`src/rtl/multicycle_ctrl.sv`:
```
// Multi-cycle FETCH/DECODE/EXEC/MEM/WB sequencer for the 16-bit CPU datapath.
// Drives datapath strobes one phase at a time and halts on illegal opcodes or memory timeouts.
module multicycle_ctrl #(
  parameter int unsigned MEM_WAIT_MAX = 15
) (
  input  logic       Clock,
  input  logic       Reset,
  input  logic [3:0] OPCODE,
  input  logic       Zero,
  input  logic       MemReady,
  output logic       PCWrite,
  output logic       PCSrc,
  output logic       IRWrite,
  output logic       IorD,
  output logic       MemRead,
  output logic       MemWrite,
  output logic       MemToReg,
  output logic       RegDst,
  output logic       RegWrite,
  output logic       AluSrc,
  output logic [1:0] AluOp,
  output logic       Shift,
  output logic       InstrDone,
  output logic       Halted,
  output logic [1:0] HaltCause,
  output logic [2:0] State
);

  typedef enum logic [2:0] {
    S_FETCH  = 3'd0,
    S_DECODE = 3'd1,
    S_EXEC   = 3'd2,
    S_MEM    = 3'd3,
    S_WB     = 3'd4,
    S_HALT   = 3'd7
  } state_t;

  localparam logic [3:0] OP_R0  = 4'b0000;
  localparam logic [3:0] OP_R1  = 4'b0001;
  localparam logic [3:0] OP_SH  = 4'b0010;
  localparam logic [3:0] OP_I0  = 4'b1001;
  localparam logic [3:0] OP_I1  = 4'b1010;
  localparam logic [3:0] OP_I2  = 4'b1011;
  localparam logic [3:0] OP_LW  = 4'b1100;
  localparam logic [3:0] OP_SW  = 4'b1101;
  localparam logic [3:0] OP_BEQ = 4'b1111;

  localparam logic [7:0] WAIT_LIMIT = 8'(MEM_WAIT_MAX);

  localparam logic [1:0] CAUSE_NONE    = 2'b00;
  localparam logic [1:0] CAUSE_ILLEGAL = 2'b01;
  localparam logic [1:0] CAUSE_TIMEOUT = 2'b10;

  state_t     state_q, state_d;
  logic [3:0] op_q, op_d;
  logic [7:0] wait_cnt_q, wait_cnt_d;
  logic [1:0] halt_cause_q, halt_cause_d;
  logic       wait_hit;
  logic       op_legal;
  logic       op_is_mem;

  // The current not-ready cycle is the last one allowed before timing out.
  assign wait_hit  = (wait_cnt_q == (WAIT_LIMIT - 8'd1));
  assign op_is_mem = (op_q == OP_LW) || (op_q == OP_SW);

  always_comb begin
    case (OPCODE)
      OP_R0, OP_R1, OP_SH, OP_I0, OP_I1, OP_I2, OP_LW, OP_SW, OP_BEQ: op_legal = 1'b1;
      default: op_legal = 1'b0;
    endcase
  end

  always_ff @(posedge Clock) begin
    if (!Reset) begin
      state_q      <= S_FETCH;
      op_q         <= 4'b0000;
      wait_cnt_q   <= 8'd0;
      halt_cause_q <= CAUSE_NONE;
    end else begin
      state_q      <= state_d;
      op_q         <= op_d;
      wait_cnt_q   <= wait_cnt_d;
      halt_cause_q <= halt_cause_d;
    end
  end

  always_comb begin
    state_d      = state_q;
    op_d         = op_q;
    wait_cnt_d   = wait_cnt_q;
    halt_cause_d = halt_cause_q;
    case (state_q)
      S_FETCH: begin
        if (MemReady) begin
          state_d = S_DECODE;
        end else if (wait_hit) begin
          state_d      = S_HALT;
          halt_cause_d = CAUSE_TIMEOUT;
        end else begin
          wait_cnt_d = wait_cnt_q + 8'd1;
        end
      end
      S_DECODE: begin
        op_d = OPCODE;
        if (op_legal) begin
          state_d = S_EXEC;
        end else begin
          state_d      = S_HALT;
          halt_cause_d = CAUSE_ILLEGAL;
        end
      end
      S_EXEC: begin
        if (op_q == OP_BEQ)  state_d = S_FETCH;
        else if (op_is_mem)  state_d = S_MEM;
        else                 state_d = S_WB;
      end
      S_MEM: begin
        if (MemReady) begin
          state_d = (op_q == OP_SW) ? S_FETCH : S_WB;
        end else if (wait_hit) begin
          state_d      = S_HALT;
          halt_cause_d = CAUSE_TIMEOUT;
        end else begin
          wait_cnt_d = wait_cnt_q + 8'd1;
        end
      end
      S_WB:    state_d = S_FETCH;
      S_HALT:  state_d = S_HALT;
      default: state_d = S_FETCH;
    endcase
    if (state_d != state_q) wait_cnt_d = 8'd0;
  end

  // Strobes follow state/op_q; only PCWrite, IRWrite and InstrDone look at MemReady/Zero.
  always_comb begin
    PCWrite   = 1'b0;
    PCSrc     = 1'b0;
    IRWrite   = 1'b0;
    IorD      = 1'b0;
    MemRead   = 1'b0;
    MemWrite  = 1'b0;
    MemToReg  = 1'b0;
    RegDst    = 1'b0;
    RegWrite  = 1'b0;
    AluSrc    = 1'b0;
    AluOp     = 2'b00;
    Shift     = 1'b0;
    InstrDone = 1'b0;
    case (state_q)
      S_FETCH: begin
        MemRead = 1'b1;
        IRWrite = MemReady;
        PCWrite = MemReady;
      end
      S_EXEC: begin
        case (op_q)
          OP_R0, OP_R1: AluOp = 2'b10;
          OP_SH: begin
            AluOp = 2'b10;
            Shift = 1'b1;
          end
          OP_I0, OP_I1, OP_I2: begin
            AluSrc = 1'b1;
            AluOp  = 2'b11;
          end
          OP_LW, OP_SW: AluSrc = 1'b1;
          OP_BEQ: begin
            AluOp     = 2'b01;
            PCSrc     = 1'b1;
            PCWrite   = Zero;
            InstrDone = 1'b1;
          end
          default: ;
        endcase
      end
      S_MEM: begin
        IorD      = 1'b1;
        AluSrc    = 1'b1;
        MemRead   = (op_q == OP_LW);
        MemWrite  = (op_q == OP_SW);
        InstrDone = (op_q == OP_SW) && MemReady;
      end
      S_WB: begin
        RegWrite  = 1'b1;
        InstrDone = 1'b1;
        RegDst    = (op_q == OP_R0) || (op_q == OP_R1) || (op_q == OP_SH);
        MemToReg  = (op_q == OP_LW);
      end
      default: ;
    endcase
    if (!Reset) begin
      PCWrite   = 1'b0;
      PCSrc     = 1'b0;
      IRWrite   = 1'b0;
      IorD      = 1'b0;
      MemRead   = 1'b0;
      MemWrite  = 1'b0;
      MemToReg  = 1'b0;
      RegDst    = 1'b0;
      RegWrite  = 1'b0;
      AluSrc    = 1'b0;
      AluOp     = 2'b00;
      Shift     = 1'b0;
      InstrDone = 1'b0;
    end
  end

  assign Halted    = (state_q == S_HALT);
  assign HaltCause = halt_cause_q;
  assign State     = state_q;

endmodule

```
`config.mk`:
```
export PLATFORM = sky130hd
export DESIGN_NAME = multicycle_ctrl
export DESIGN_NICKNAME = d
export VERILOG_FILES = /design/src/rtl/multicycle_ctrl.sv
export SDC_FILE = /design/constraint.sdc
export NUM_CORES = 1
export LEC_CHECK = 0
export CAP_MARGIN = 40
export CELL_PAD_IN_SITES_DETAIL_PLACEMENT = 1
export CELL_PAD_IN_SITES_GLOBAL_PLACEMENT = 2
export CORE_AREA = 10 10 76 78
export DETAILED_ROUTE_END_ITERATION = 16
export DIE_AREA = 0 0 86 88
export PLACE_DENSITY_LB_ADDON = 0.1
export SKIP_CTS_REPAIR_TIMING = 1
export SYNTH_ARGS = -nofsm -noshare
export SYNTH_HDL_FRONTEND = slang
export SYNTH_SLANG_ARGS = --single-unit
export TNS_END_PERCENT = 5
```
`constraint.sdc`:
```
create_clock -name Clock -period 3.8 [get_ports Clock]
set_clock_uncertainty 0.05 [all_clocks]
set_input_delay 0.38 -clock Clock [delete_from_list [all_inputs] [get_ports Clock]]
set_output_delay 0.38 -clock Clock [all_outputs]
set_load 0.02 [all_outputs]
```
==> reports/results.tsv, run 1 <==
stage	metric	value	unit
critical_path	type of element capturing the critical path	output port	
place	total instance count after detailed placement	231	
pwr	Pwr per Cell Area	565.4	mW/mm²
pwr	static leakage	0.5145	nW
clock_tree	number of buffers added by the clock tree synthesis step	3	
sta	RSZ-0062 raised after global routing	no	
logic_synthesis	count of flip-flops with a built-in enable after synthesis	0	
sta	Slew HR	0.5534	
logic_synthesis	count of yosys warnings during synthesis	0	
logic_synthesis	Yosys reg bits	17	
global_routing	final global-route overflow total	0	
critical_path	worst setup path startpoint	Reset	
route	vias per std cell	5.417	
route	Antenna Violating Nets Remaining	0	
route	vias after detailed routing	1273	
sta	minimum period implied by the final worst setup slack	2.903	ns
route	routed wire length	3897	µm
route	iteration-0 DRC count of the detailed router	59	
sta	total count of max-transition violations in the final report	0	
worst_hold_path	beginning of the worst hold path	HaltCause[1]	
global_routing	largest net degree at the start of global routing	18	
die	ports placed on the boundary	28	
sta	Final Hold Viols	0	
critical_path	maximum net fanout on the critical path	15	
sta	setup tns final	0	ns
place	number of port buffers	27	
finish	Syn-to-layout area delta	29.28	%
die	height of the chip	88	µm
clock_tree	clock-pin slew of the registers on the worst-case setup and hold paths	0.08	ns
critical_path	reg-to-reg startpoint	State[0]	
logic_synthesis	Post-Synthesis Cell Area	0.001192	mm²
critical_path	crit path kind	input pin to output port	
logic_synthesis	FFs w/ async S/R, synth	0	
finish	n_diodes	0	
run_status	status	complete, no violations	
finish	number of nets in the final layout	194	
sta	ratio of final minimum period to clock period	0.7640	
run	max-cap violation count	0	
die	floorplan die width	86	µm
route	wire per inst	16.58	µm
logic_synthesis	Synthesized Nets	169	
clock_tree	clock insertion delay at the later pin of the skew report	0.26	ns
die	Die ar.	0.007568	mm²
pwr	maximum ir drop on the vdd rail	0.0001935	V
sta	Worst Max-Slew Pin Slew	0.6674	ns
sta	final critical-path setup slack	0.8969	ns
die	placeable core region	0.004294	mm²
clock_tree	root cell of the clock tree	sky130_fd_sc_hd__clkbuf_8	
clock_tree	level count of the clock H-tree	1	
logic_synthesis	syn avg cell area	7.499	µm²
sta	final setup violation count	0	
die	Initial Util	0.2777	
sta	maximum achievable frequency	0.3445	GHz
place	post-placement setup slack	0.8591	ns
sta	hold_ws	0.4421	ns
route	first-pass detailed-route iteration total	4	
worst_hold_path	Tightest Hold Check Type	flop to flop	
global_routing	global-route wire length before repair	6348	µm
critical_path	Critical Path Source Type	input pin	
critical_path	data arrival at the endpoint of the critical path	2.47	ns
critical_path	data required time at the worst endpoint	3.37	ns
logic_synthesis	ys flop type	sky130_fd_sc_hd__dfxtp_1	
clock_tree	TritonCTS sink count	17	
logic_synthesis	post-synth cell types	47	
place	global placer's final weighted congestion	0.7859	
die	Cell Rows	24	
logic_synthesis	Post-Syn Instances	159	
finish	ratio of cells with drive above 1 in the final layout	0.05464	
global_routing	number of antenna violations at the first check in global routing	0	
global_routing	Overall Global Routing Usage	0.1017	
pwr	total design power	0.8716	mW
route	DRC	0	
finish	count of placed standard cells in the final layout, fillers left out	235	
clock_tree	CTS tree	yes	
logic_synthesis	post-synthesis sequential area ratio	0.2854	
clock_tree	buffer levels on the longest clock path	2	
global_routing	vias in the first global route	1282	
place	placed wire-length estimate	2991	µm
==> sequential cells by signal, indices dropped and copies added (netlist names) <==
signal	count
wait_cnt_q	8
op_q	4
HaltCause	2
State	3
==> power breakdown <==
part | internal, mW | leakage, nW | switching (mW)
Combinational | 0.188 | 0.355 | 0.240
Clock | 0.0740 | 0.0217 | 0.0700
Sequential | 0.208 | 0.138 | 0.0917
==> cell type report <==
| class | instances | area [µm²] |
|---|---|---|
| Clock buffer | 3 | 41.29 |
| Clock inverter | 1 | 7.507 |
| Fill cell | 537 | 2753 |
| Inverter | 5 | 18.77 |
| Multi-Input combinational cell | 128 | 783.3 |
| Sequential cell | 17 | 340.3 |
| Tap cell | 52 | 65.06 |
| Timing Repair Buffer | 29 | 285.3 |
==> per-layer routing <==
layer,up-vias,GRT usage,wire length [µm]
met1,611,0.1084,1695
met3,7,0.02507,180
met5,-,0,0
met2,22,0.1866,1953
li1,633,-,-
met4,0,0.04192,67
==> synth_stat cells, types with 2 or more instances <==
cell type | number | area (µm²)
sky130_fd_sc_hd__a21boi_0 | 4 | 30.03
sky130_fd_sc_hd__a21oi_1 | 9 | 45.04
sky130_fd_sc_hd__and2_1 | 2 | 12.51
sky130_fd_sc_hd__and3_1 | 4 | 25.02
sky130_fd_sc_hd__buf_6 | 2 | 22.52
sky130_fd_sc_hd__clkbuf_1 | 6 | 22.52
sky130_fd_sc_hd__dfxtp_1 | 17 | 340.3
sky130_fd_sc_hd__ha_1 | 2 | 25.02
sky130_fd_sc_hd__inv_1 | 5 | 18.77
sky130_fd_sc_hd__nand2_1 | 20 | 75.07
sky130_fd_sc_hd__nand2b_1 | 3 | 18.77
sky130_fd_sc_hd__nand3_1 | 6 | 30.03
sky130_fd_sc_hd__nand3b_1 | 3 | 22.52
sky130_fd_sc_hd__nor2_1 | 14 | 52.55
sky130_fd_sc_hd__nor2b_1 | 2 | 12.51
sky130_fd_sc_hd__nor3_1 | 8 | 40.04
sky130_fd_sc_hd__nor4_1 | 4 | 25.02
sky130_fd_sc_hd__o21ai_0 | 6 | 30.03
sky130_fd_sc_hd__o311a_1 | 2 | 20.02
sky130_fd_sc_hd__o31ai_1 | 5 | 37.54
sky130_fd_sc_hd__o32ai_1 | 2 | 17.52
sky130_fd_sc_hd__or3_1 | 4 | 25.02
sky130_fd_sc_hd__or4_1 | 3 | 22.52
sky130_fd_sc_hd__xnor2_1 | 3 | 26.28
==> per-stage QoR <==
step / utilization / cell area (µm²)
2_1_floorplan: - / 1192
3_3_place_gp: 0.3476 / 1493
3_5_place_dp: 0.3476 / 1493
4_1_cts: 0.3590 / 1541
5_1_grt: 0.3590 / 1541
6_report: 0.3590 / 1541
==> critical path, cell delays in order <==
cell and delay [ns]:
sky130_fd_sc_hd__clkdlybuf4s50_1 0.45, sky130_fd_sc_hd__buf_4 0.19, sky130_fd_sc_hd__nand2b_1 0.16, sky130_fd_sc_hd__nor2_1 0.15, sky130_fd_sc_hd__nand2_1 0.11, sky130_fd_sc_hd__a2111oi_0 0.34
sky130_fd_sc_hd__clkdlybuf4s50_1 0.69
==> kinds of logic after synthesis <==
family	Yosys count	share of synthesized area
multiplexers	1	0.008395
XOR/XNOR	4	0.02939
buffers and inverters	14	0.05771
AND/OR/NAND/NOR	83	0.3757
adder cells (fa/ha/maj)	2	0.02098
AO/OA/AOI/OAI	38	0.2225
flip-flops	17	0.2854
==> cell usage in the layout (no fill, tap or decap), types with 2 or more instances in the layout <==
master	count
sky130_fd_sc_hd__nand2b_1	3
sky130_fd_sc_hd__nand3b_1	3
sky130_fd_sc_hd__nor4_1	4
sky130_fd_sc_hd__nand2_1	20
sky130_fd_sc_hd__nor2_1	14
sky130_fd_sc_hd__o21ai_0	6
sky130_fd_sc_hd__nor3_1	8
sky130_fd_sc_hd__xnor2_1	3
sky130_fd_sc_hd__or4_1	3
sky130_fd_sc_hd__a21oi_1	9
sky130_fd_sc_hd__dfxtp_1	17
sky130_fd_sc_hd__clkdlybuf4s50_1	27
sky130_fd_sc_hd__a21boi_0	4
sky130_fd_sc_hd__nand3_1	6
sky130_fd_sc_hd__ha_1	2
sky130_fd_sc_hd__o311a_1	2
sky130_fd_sc_hd__inv_1	5
sky130_fd_sc_hd__clkbuf_8	3
sky130_fd_sc_hd__o32ai_1	2
sky130_fd_sc_hd__or3_1	4
sky130_fd_sc_hd__buf_4	2
sky130_fd_sc_hd__and2_1	2
sky130_fd_sc_hd__nor2b_1	2
sky130_fd_sc_hd__o31ai_1	5
sky130_fd_sc_hd__and3_1	4
==> final timing paths <==
path,to,slack (ns),depth (start not counted)
worst max-delay path,AluOp[1],0.90,7
worst min-delay path,HaltCause[1],0.44,2
worst max register to register,wait_cnt_q[3],1.71,4
worst min register to register,HaltCause[1],0.44,2
(Power assumes the default switching activity.)
==> run 2: changes to the inputs <==
--- a/config.mk
+++ b/config.mk
@@ -8,9 +8,9 @@
 export CAP_MARGIN = 40
 export CELL_PAD_IN_SITES_DETAIL_PLACEMENT = 1
 export CELL_PAD_IN_SITES_GLOBAL_PLACEMENT = 2
-export CORE_AREA = 10 10 76 78
+export CORE_AREA = 10 10 78 80
 export DETAILED_ROUTE_END_ITERATION = 16
-export DIE_AREA = 0 0 86 88
+export DIE_AREA = 0 0 88 90
 export PLACE_DENSITY_LB_ADDON = 0.1
 export SKIP_CTS_REPAIR_TIMING = 1
 export SYNTH_ARGS = -nofsm -noshare
==> constraint.sdc (replaced) <==
create_clock -name Clock -period 2.98 [get_ports Clock]
set_clock_uncertainty 0.05 [all_clocks]
set_input_delay 0.298 -clock Clock [delete_from_list [all_inputs] [get_ports Clock]]
set_output_delay 0.298 -clock Clock [all_outputs]
set_load 0.02 [all_outputs]
==> run 2 against run 1 <==
Compared with the run above: combinational power increased by 46%; critical path type unchanged; global-route usage increased by 0.14 points; final cell count rose by 2.1%; wire length grew 2.5%; count of clock-buffer cells in the layout stayed put.
==> reports/results.tsv, run 2 (same netlist as run 1, synthesis figures left out) <==
stage	metric	value	unit	change
run_status	status	complete, no violations		
finish	register bank with the most flops	wait_cnt_q		
critical_path	most frequent cell on the critical path	sky130_fd_sc_hd__clkdlybuf4s50_1		
global_routing	final global-route overflow total	0		unchanged
pwr	total design power	1.143	mW	+31%
finish	commonest non-fill, non-tap cell in the layout	sky130_fd_sc_hd__clkdlybuf4s50_1		
sta	Worst Max-Slew Pin Slew	0.6116	ns	-0.05583 ns
die	placeable core region	0.004598	mm²	+7.1%
sta	setup tns final	0	ns	unchanged
sta	final critical-path setup slack	0.4326	ns	-0.4643 ns
finish	ratio of cells with drive above 1 in the final layout	0.06989		+0.01525
sta	RSZ-0062 raised after global routing	no		
sta	Final Hold Viols	0		unchanged
finish	Multi-input gate area	783.3	µm²	unchanged
finish	max reg flops	8		unchanged
route	DRC	0		unchanged
critical_path	gate family responsible for the most delay along the worst path	buffers and inverters		
global_routing	global-route wire length before repair	6734	µm	+6.1%
place	placed wire-length estimate	3089	µm	+3.3%
place	standard cell area after detailed placement	0.001518	mm²	+1.7%
critical_path	data required time at the worst endpoint	2.63	ns	-0.74 ns
sta	minimum period implied by the final worst setup slack	2.547	ns	
route	Antenna Violating Nets Remaining	0		unchanged
die	Die ar.	0.007920	mm²	+4.7%
place	global placer's final weighted congestion	0.7694		-2.1%
worst_hold_path	Tightest Hold Check Type	flop to flop		
critical_path	maximum net fanout on the critical path	6		-9
clock_tree	CTS tree	yes		
die	floorplan die width	88	µm	+2.3%
die	height of the chip	90	µm	+2.3%
pwr	P_sw	0.5227	mW	+30%
sta	maximum achievable frequency	0.3926	GHz	
pwr	static leakage	0.5339	nW	+3.8%
pwr	Net Sw Frac	0.4573		-0.004050
finish	number of nets in the final layout	197		+1.5%
global_routing	vias in the first global route	1317		+2.7%
finish	utilization after layout	0.3401		-0.01884
pwr	clock network fraction of design power	0.158		-0.007
finish	n_diodes	0		unchanged
route	iteration-0 DRC count of the detailed router	44		-25%
critical_path	crit path kind	input pin to output port		
pwr	maximum ir drop on the vdd rail	0.0002095	V	+8.3%
pwr	part of the total power dissipated in sequential elements	0.296		-0.048
die	ports placed on the boundary	28		unchanged
clock_tree	number of buffers added by the clock tree synthesis step	3		unchanged
finish	Syn-to-layout area delta	31.16	%	
die	Cell Rows	25		+4.2%
route	vias after detailed routing	1276		+0.24%
sta	final setup violation count	0		unchanged
pwr	Pwr per Cell Area	730.8	mW/mm²	+29%
route	wire per inst	16.64	µm	+0.35%
die	Initial Util	0.2593		-0.01836
place	post-placement setup slack	0.3933	ns	-0.4658 ns
clock_tree	level count of the clock H-tree	1		unchanged
route	vias per std cell	5.317		-1.9%
critical_path	maximum single-stage delay on the critical path	0.69	ns	about the same
place	number of port buffers	27		unchanged
finish	sequential cell area	340.3	µm²	unchanged
finish	number of inserted filler cells in the final layout	577		+7.4%
global_routing	number of antenna violations at the first check in global routing	0		unchanged
sta	total count of max-transition violations in the final report	0		unchanged
global_routing	largest net degree at the start of global routing	15		-3
sta	ratio of final minimum period to clock period	0.8548		
route	routed wire length	3994	µm	+2.5%
critical_path	data arrival at the endpoint of the critical path	2.20	ns	-0.27 ns
finish	most frequent cells in the layout	27 x sky130_fd_sc_hd__clkdlybuf4s50_1, 20 x sky130_fd_sc_hd__nand2_1, 17 x sky130_fd_sc_hd__dfxtp_1		
pwr	combinational share of power	0.546		+0.055
clock_tree	clock insertion delay at the later pin of the skew report	0.26	ns	about the same
critical_path	type of element capturing the critical path	output port		
sta	Slew HR	0.5908		+0.03736
clock_tree	root cell of the clock tree	sky130_fd_sc_hd__clkbuf_8		
pwr	Int Pwr	0.6203	mW	+32%
clock_tree	clock-pin slew of the registers on the worst-case setup and hold paths	0.07	ns	about the same
run	max-cap violation count	0		unchanged
clock_tree	TritonCTS sink count	17		unchanged
clock_tree	buffer levels on the longest clock path	2		unchanged
critical_path	Crit-path slowest cell	sky130_fd_sc_hd__clkdlybuf4s50_1		
finish	total non-filler cell area in the finished layout	0.001564	mm²	+1.5%
global_routing	Overall Global Routing Usage	0.1031		+0.001376
route	first-pass detailed-route iteration total	4		unchanged
critical_path	Critical Path Source Type	input pin		
critical_path	crit-path cells	clkdlybuf4s50_1 > nand2b_1 > nor2_1 > nand2_1 > a2111oi_0 > clkdlybuf4s50_1		
critical_path	combined buffer and inverter count along the critical path	2		-1
-- run 2: cell types whose count changed in the layout (fill, tap and decap cells not counted), sizes merged --
cell / delta
buf: +3
clkinv: +1
clkinvlp: -1
-- run 2: area by class of cell --
class                   instances  share of cell area
clock inverters                 1            0.003200
well taps                      54             0.04320
clock buffers                   3             0.02640
flip-flops and latches         17              0.2176
multi-input cells             128              0.5008
repair buffers                 32              0.1968
inverters                       5             0.01200
-- run 2: power groups by stage --
stage          Sequential [mW]  Clock [mW]  Combinational (mW)
6_report                 0.338       0.181               0.624
5_1_grt                  0.351       0.198               0.689
4_1_cts                  0.340       0.190               0.633
3_5_place_dp             0.346           0               0.629
3_3_place_gp             0.345           0               0.620
2_1_floorplan            0.337           0               0.395
-- run 2: per-layer routing --
layer | share of wire | track usage | vias up
met4 | 0.013 | 0.03590 | 0
met3 | 0.042 | 0.02437 | 5
met2 | 0.52 | 0.1814 | 16
met5 | 0 | 0 | -
met1 | 0.43 | 0.1152 | 614
li1 | - | - | 641
-- run 2: worst paths after layout --
kind / slack (ns) / endpoint / from / cells past startpoint
max: 0.43 / AluOp[1] / Reset / 6
min: 0.45 / HaltCause[1] / HaltCause[1] / 2
max reg2reg: 0.98 / wait_cnt_q[3] / State[1] / 5
min reg2reg: 0.45 / HaltCause[1] / HaltCause[1] / 2
-- run 2: per-stage QoR --
step | instances | hold slack [ns]
floorplan | 159 | 0.3929
global placement | 236 | 0.4114
detailed placement | 236 | 0.4432
CTS | 240 | 0.4545
global route | 240 | 0.4814
finish | 240 | 0.4457
-- run 2: worst min-delay path, delay by kind of cell (launching register included) --
family,cells,cell delay [ns]
flip-flops,1,0.32
AO/OA/AOI/OAI,2,0.13
==> run 3: changes to the inputs <==
--- a/config.mk
+++ b/config.mk
@@ -13,6 +13,7 @@
 export DIE_AREA = 0 0 88 90
 export PLACE_DENSITY_LB_ADDON = 0.1
 export SKIP_CTS_REPAIR_TIMING = 1
+export SLEW_MARGIN = 10
 export SYNTH_ARGS = -nofsm -noshare
 export SYNTH_HDL_FRONTEND = slang
 export SYNTH_SLANG_ARGS = --single-unit
==> results of run 3 <==
Same layout as run 2: the final DEF is identical, and so are final timing and power.
